File: src/rtl/cabin_alarm_ctrl.sv
// cabin_alarm_ctrl: cabin overheat watchdog; strobes input sampling and escalates IDLE->WATCH->FAN->ALARM on sustained danger
module cabin_alarm_ctrl #(
  parameter int unsigned SAMPLE_DIV = 16,
  parameter logic [4:0]  T_LIMIT    = 5'd24,
  parameter logic [4:0]  HYST       = 5'd2,
  parameter int unsigned CONFIRM    = 3,
  parameter int unsigned ALARM_HOLD = 8
) (
  input  logic       clk,
  input  logic       rst,
  input  logic [4:0] Temp,
  input  logic       Ca,
  input  logic       Pre,
  output logic       EN,
  output logic       fan,
  output logic       alarm,
  output logic [1:0] state
);
  typedef enum logic [1:0] {IDLE = 2'b00, WATCH = 2'b01, FAN = 2'b10, ALARM = 2'b11} state_t;
  localparam logic [4:0] REL     = T_LIMIT - HYST;
  localparam logic [7:0] DIV_MAX = 8'(SAMPLE_DIV - 1);
  localparam logic [3:0] CONF_N  = 4'(CONFIRM);
  localparam logic [3:0] HOLD_N  = 4'(ALARM_HOLD);
  logic [7:0] div;
  logic       eval;
  state_t     cur, nxt;
  logic [3:0] conf, conf_n, esc, esc_n, conf_inc, esc_inc;
  logic       danger;
  // eval lags EN by one cycle so the upstream register has already latched the sample
  always_ff @(posedge clk or posedge rst)
    if (rst) begin
      div  <= '0;
      EN   <= 1'b0;
      eval <= 1'b0;
    end else begin
      div  <= (div == DIV_MAX) ? '0 : div + 8'd1;
      EN   <= div == DIV_MAX;
      eval <= EN;
    end
  always_ff @(posedge clk or posedge rst)
    if (rst) begin
      cur  <= IDLE;
      conf <= '0;
      esc  <= '0;
    end else if (eval) begin
      cur  <= nxt;
      conf <= conf_n;
      esc  <= esc_n;
    end
  assign danger   = !Ca && Pre && (Temp >= T_LIMIT);
  assign conf_inc = (conf == 4'hf) ? conf : conf + 4'd1;
  assign esc_inc  = (esc == 4'hf) ? esc : esc + 4'd1;
  always_comb begin
    nxt    = cur;
    conf_n = conf;
    esc_n  = esc;
    if (Ca) begin
      nxt    = IDLE;
      conf_n = '0;
      esc_n  = '0;
    end else
      case (cur)
        IDLE:  if (danger) begin
                 nxt    = WATCH;
                 conf_n = 4'd1;
               end
        WATCH: if (!danger) begin
                 nxt    = IDLE;
                 conf_n = '0;
               end else if (conf_inc >= CONF_N) begin
                 nxt    = FAN;
                 conf_n = '0;
                 esc_n  = '0;
               end else
                 conf_n = conf_inc;
        FAN:   if (!Pre || Temp < REL) begin
                 nxt    = IDLE;
                 conf_n = '0;
                 esc_n  = '0;
               end else if (danger) begin
                 esc_n = esc_inc;
                 nxt   = (esc_inc >= HOLD_N) ? ALARM : FAN;
               end
        ALARM: if (!Pre) begin
                 nxt    = IDLE;
                 conf_n = '0;
                 esc_n  = '0;
               end
        default: nxt = IDLE;
      endcase
  end
  // outputs registered from the next state so they change together with state
  always_ff @(posedge clk or posedge rst)
    if (rst) begin
      fan   <= 1'b0;
      alarm <= 1'b0;
    end else if (eval) begin
      fan   <= nxt[1];
      alarm <= nxt == ALARM;
    end
  assign state = cur;
endmodule

File: config.mk
export PLATFORM = sky130hd
export DESIGN_NAME = cabin_alarm_ctrl
export DESIGN_NICKNAME = d
export VERILOG_FILES = /design/src/rtl/cabin_alarm_ctrl.sv
export SDC_FILE = /design/constraint.sdc
export NUM_CORES = 1
export LEC_CHECK = 0
export BUFFER_PORTS_ARGS = -buffer_cell sky130_fd_sc_hd__buf_4
export CAP_MARGIN = 5
export CORE_MARGIN = 2
export CORE_UTILIZATION = 56
export DETAILED_ROUTE_END_ITERATION = 6
export PLACE_DENSITY = 0.84
export SLEW_MARGIN = 0
export SYNTH_ARGS = -nofsm -noshare
export SYNTH_HDL_FRONTEND = slang
export SYNTH_SLANG_ARGS = --single-unit
File: constraint.sdc
create_clock -name clk -period 5.6 [get_ports clk]
set_clock_uncertainty 0.2 [all_clocks]
set_input_delay 0.56 -clock clk [delete_from_list [all_inputs] [get_ports clk]]
set_output_delay 0.56 -clock clk [all_outputs]
set_load 0.01 [all_outputs]
==> key figures, run 1 <==
Run
  – Max-cap violations: 0

Timing
  – Fin crit period: 2.137 ns
  – Final period utilization: 0.3816
  – Setup violations, final: 0
  – Final count of hold timing violations: 0
  – Worst hold margin: 0.1881 ns
  – FMAX: 468.0 MHz
  – RSZ-0062 raised after global routing: false
  – Final Max Slew Viols: 0
  – Slew @ Worst Pin: 0.7851 ns
  – Slew headroom: 0.4760
  – Setup TNS: 0 ns

Power and ir drop
  – P per Cell Area: 196.7 nW/um^2
  – Combinational share of power: 0.104
  – Clock Power Share: 0.288
  – Peak supply drop: 0.1769 mV
  – P_int: 0.0001921 W
  – Switch share: 0.2452
  – Leakage: 0.6149 nW
  – Switch Pwr: 0.00006240 W
  – Reg power frac: 0.608

Worst setup path
  – Flop2flop setup slack: 3.46 ns
  – Worst R2R Path Depth: 5
  – CP bufs+invs: 0
  – Worst setup path class: reg -> reg
  – Worst setup EP type: register
  – Critical path arrival: 2.14 ns
  – Worst R2R Start: conf[0]
  – CP max FO: 5
  – CP Cell Sequence: ha_1, a21bo_1, a2111oi_4, a211oi_4, mux2_4
  – Critical path's largest stage delay: 0.51 ns
  – Cell family with most CP delay: compound AO/OA/AOI/OAI gates
  – Slowest-stage cell, CP: a2111oi_4
  – Startpoint Class: register
  – Worst EP required: 5.60 ns
  – R2R Path End: esc[3]

Synth
  – EDFF count, synth: 0
  – Simple-gate portion of the synthesized area: 0.2242
  – Mapped Cells: 106
  – Xor/xnor share of the synthesized area: 0.03808
  – Compound-Gate Fraction of Synth Area: 0.1872
  – Synth Cell Area: 1150 sq um
  – Mux cell area share after synthesis: 0.03156
  – Ys Warns: 0
  – Primary FF master, synth: dfrtp_1
  – Synth async-reset ratio: 1.000
  – Syn_area_per_cell: 10.85 sq um
  – Distinct cells, synth: 46
  – Syn nets: 118
  – Adder-Cell Fraction of Synth Area: 0.03264
  – Seq cells post-synth: 21
  – Seq/Total Area, Yosys: 0.4570
  – Main combinational cell family by area after synthesis: simple AND/OR/NAND/NOR gates

Route
  – Vias: 816
  – Drt wl/cell: 13.21 um
  – Antenna viol nets, final: 0
  – Pre-antenna DRT Iters: 4
  – Routed vias/inst: 5.514
  – Final WL: 1955 um
  – Drt drc: 0
  – Initial drt markers: 8

Floorplan
  – Die height: 49.32 um
  – Total die area: 2432 sq um
  – Die width: 49.32 um
  – Initial Util: 0.5921
  – Core area: 1942 sq um
  – I/O pin total: 14
  – Rows: 16

Clock network
  – Setup bufs post-CTS: 0
  – CTS resizes: 0
  – Clock sink count: 21
  – CTS H-tree lvls: 1
  – Post-CTS Hold Buffers: 0
  – Maximum buffer depth of the clock tree: 2
  – Worst skew pair latency: 0.30 ns
  – Root Buffer: clkbuf_4
  – Clock transition at path regs: 0.12 ns
  – CTS Buf Count: 3
  – CTS tree: yes

Global route
  – Grt total ovfl: 0
  – Initial antenna violation count: 0
  – GRT Resource Usage Total: 0.1879
  – Number of global-route vias before repair: 817
  – First-pass GRT wire length: 3484 um
  – Largest net degree at the start of global routing: 22

Placement
  – Placed instance count: 144
  – Post-DP HPWL: 1486 um
  – Routability cong.: 0.8768
  – # port buffers: 12

Layout
  – Ant. Diodes: 0
  – Final core utilization: 0.6662
  – Finished Layout Cells: 148
  – Commonest non-fill, non-tap cell in the layout: dfrtp_1
  – Most frequent cells in the layout: dfrtp_1, buf_4, inv_1
  – Area Growth Syn to Fin: 12.51%
  – Share of cells above drive strength 1: 0.2397
  – Nets: 134

Status
  – Status: finished clean

Min path
  – Worst hold path class: in -> async
-- sequential cells by signal, summed over array words and instances (netlist names) --
name   count
eval       1
EN         1
conf       4
alarm      1
div        8
state      2
esc        4
-- final cells by class --
class	instances	area [sq um]
flip-flops and latches	21	525.5
clock inverters	1	5.005
well taps	27	33.78
fillers	151	648.1
inverters	7	26.28
repair buffers	12	90.09
clock buffers	3	22.52
multi-input cells	77	590.6
-- how the worst max path moves through the flow --
| stage | startpoint | end | slack [ns] | cells after the start |
|---|---|---|---|---|
| after floorplan | conf[0] | esc[3] | 3.61 | 5 |
| after CTS | conf[0] | esc[3] | 3.46 | 5 |
| after global routing | conf[0] | esc[3] | 3.37 | 5 |
| after detailed placement | conf[0] | esc[3] | 3.48 | 5 |
| after global placement | Temp[3] | conf[1] | 3.49 | 6 |
| final | conf[0] | esc[3] | 3.46 | 5 |
-- power by group through the flow --
stage | logic [W] | clock network [W] | registers [W]
after detailed placement | 0.0000266 | 0 | 0.000158
final | 0.0000265 | 0.0000734 | 0.000155
after global routing | 0.0000292 | 0.0000816 | 0.000155
after CTS | 0.0000267 | 0.0000758 | 0.000155
after floorplan | 0.0000178 | 0 | 0.000157
after global placement | 0.0000258 | 0 | 0.000157
-- routing by layer --
| layer | track usage | part of all wire | up-vias |
|---|---|---|---|
| met2 | 0.2973 | 0.47 | 16 |
| met3 | 0.04294 | 0.043 | 2 |
| li1 | - | - | 415 |
| met4 | 0.07143 | 0.0066 | 0 |
| met1 | 0.2505 | 0.48 | 383 |
| met5 | 0 | 0 | - |
-- logic make-up (layout without fill, tap and decap cells) --
group                    after synthesis  in the layout
AO/OA/AOI/OAI                         26             26
XOR/XNOR                               5              5
adder cells (fa/ha/maj)                3              3
buffers and inverters                  8             23
flip-flops                            21             21
multiplexers                           3              3
AND/OR/NAND/NOR                       40             40
-- Yosys cell counts (all sizes together), types with 3 or more instances --
cell type / instances / area, sq um
nand3: 6 / 35.03
inv: 7 / 26.28
nand2b: 3 / 26.27
ha: 3 / 37.54
nor2: 6 / 22.52
o21ai: 5 / 25.02
nand2: 5 / 18.77
xor2: 3 / 26.28
a21oi: 5 / 25.02
dfrtp: 21 / 525.5
nor3: 3 / 15.01
-- per-stage QoR --
stage                     power (W)  worst slack [ns]  instance area (sq um)
after global placement    0.0001831             3.495                   1266
after detailed placement  0.0001841             3.478                   1266
after CTS                 0.0002571             3.459                   1294
after global routing      0.0002656             3.371                   1294
after floorplan           0.0001750             3.606                   1150
final                     0.0002545             3.463                   1294
Power figures use the tool's default switching activity.
==> run 2: changes to the inputs <==
==> constraint.sdc (replaced) <==
create_clock -name clk -period 2.02 [get_ports clk]
set_clock_uncertainty 0.2 [all_clocks]
set_input_delay 0.202 -clock clk [delete_from_list [all_inputs] [get_ports clk]]
set_output_delay 0.202 -clock clk [all_outputs]
set_load 0.01 [all_outputs]
==> key figures, run 2 (synthesis results as in run 1) <==
Status
  – Status: finished clean

Worst setup path
  – CP bufs+invs: 0
  – CP max FO: 7
  – Worst setup path class: reg -> reg
  – Critical path's largest stage delay: 0.47 ns
  – Worst EP required: 2.03 ns
  – Critical path arrival: 1.98 ns
  – CP Cell Sequence: or2_2, or2_0, a21oi_1, nand2b_4, mux2_2
  – Startpoint Class: register
  – Worst setup EP type: register
  – Cell family with most CP delay: simple AND/OR/NAND/NOR gates
  – Slowest-stage cell, CP: dfrtp_1

Layout
  – Most frequent cells in the layout: dfrtp_1, buf_4, inv_1
  – Final core utilization: 0.7055
  – Largest Register: div
  – Regs by FF count: div: 8 flops, conf: 4 flops, esc: 4 flops
  – Share of cells above drive strength 1: 0.3016
  – Area Growth Syn to Fin: 19.15%
  – Ant. Diodes: 0
  – Design area: 1370 sq um
  – Largest register FFs: 8
  – Nets: 139
  – Commonest non-fill, non-tap cell in the layout: dfrtp_1

Power and ir drop
  – Total power: 0.0007133 W
  – P per Cell Area: 520.6 nW/um^2
  – Peak supply drop: 0.3863 mV
  – Leakage: 0.6428 nW

Clock network
  – Maximum buffer depth of the clock tree: 2
  – Root Buffer: clkbuf_4
  – CTS Buf Count: 3
  – Worst skew pair latency: 0.31 ns
  – CTS tree: yes
  – CTS H-tree lvls: 1
  – Clock transition at path regs: 0.12 ns
  – Clock sink count: 21

Timing
  – Slew headroom: 0.4900
  – Final Max Slew Viols: 0
  – RSZ-0062 raised after global routing: true
  – Worst hold margin: 0.09387 ns
  – FMAX: 507.0 MHz
  – Final count of hold timing violations: 0
  – Slew @ Worst Pin: 0.7642 ns
  – Setup violations, final: 0
  – Final period utilization: 0.9765
  – Fin crit period: 1.973 ns

Global route
  – Initial antenna violation count: 0
  – GRT Resource Usage Total: 0.2021
  – Grt total ovfl: 0
  – Number of global-route vias before repair: 946
  – First-pass GRT wire length: 3822 um
  – Largest net degree at the start of global routing: 22

Route
  – Initial drt markers: 7
  – Final WL: 2057 um
  – Drt drc: 0
  – Routed vias/inst: 5.725
  – Vias: 876
  – Pre-antenna DRT Iters: 4
  – Antenna viol nets, final: 0
  – Drt wl/cell: 13.44 um

Min path
  – Worst hold path class: in -> reg

Floorplan
  – Die width: 49.32 um
  – Die height: 49.32 um
  – I/O pin total: 14
  – Rows: 16
  – Initial Util: 0.5921
  – Core area: 1942 sq um
  – Total die area: 2432 sq um

Placement
  – Placed Area: 1296 sq um
  – Routability cong.: 0.8509
  – # port buffers: 12
  – Post-DP HPWL: 1554 um

Run
  – Max-cap violations: 0
-- run 2: layer usage --
layer,track usage,up-vias,wire (um)
met5,0,-,0
met4,0.07619,0,29
met3,0.05215,5,109
met2,0.3423,20,1011
met1,0.2455,428,907
li1,-,423,-
-- run 2: repair_timing --
| action | in CTS | in global routing |
|---|---|---|
| hold buffers | 1 | 0 |
| endpoints found under the hold margin | 21 | 0 |
| endpoints found under the setup margin | 3 | 9 |
| gates resized for setup | 2 | 6 |
| setup buffers | 1 | 0 |
| pin swaps | 2 | 4 |
-- run 2: worst register-to-register path, stage by stage (launching register included) --
cell and delay [ns]:
dfrtp_1 0.47, or2_2 0.34, or2_0 0.24, a21oi_1 0.15, nand2b_4 0.15, mux2_2 0.33
-- run 2: power breakdown --
| group | total, W | leakage (nW) | internal (W) | switching, W |
|---|---|---|---|---|
| clock | 0.000201 | 0.0177 | 0.0000739 | 0.000127 |
| combinational | 0.0000854 | 0.342 | 0.0000420 | 0.0000434 |
| sequential | 0.000427 | 0.283 | 0.000424 | 0.00000352 |
| total | 0.000713 | 0.643 | 0.000539 | 0.000174 |
-- run 2: final timing paths --
kind / from / end / slack [ns] / depth (start not counted)
max: state[1] / conf[1] / 0.05 / 5
min: Ca / state[0] / 0.09 / 3
max reg2reg: state[1] / conf[1] / 0.05 / 5
min reg2reg: EN / eval / 0.20 / 0
max in group asynchronous: rst / state[1] / 0.75 / 3
min in group asynchronous: rst / div[0] / 0.39 / 3
-- run 2: layout make-up --
| class | count | area (sq um) |
|---|---|---|
| Timing Repair Buffer | 17 | 130.1 |
| Inverter | 7 | 26.28 |
| Clock buffer | 3 | 22.52 |
| Tap cell | 27 | 33.78 |
| Fill cell | 133 | 571.8 |
| Sequential cell | 21 | 525.5 |
| Multi-Input combinational cell | 77 | 626.9 |
| Clock inverter | 1 | 5.005 |
-- run 2: per-stage QoR --
stage / instances / setup TNS (ns) / setup slack, ns
after floorplan: 106 / 0 / 0.02632
after global placement: 148 / 0 / 0.007350
after detailed placement: 148 / 0 / 0.0006981
after CTS: 154 / -0.001424 / -0.001424
after global routing: 153 / -0.4804 / -0.06925
final: 153 / 0 / 0.04744
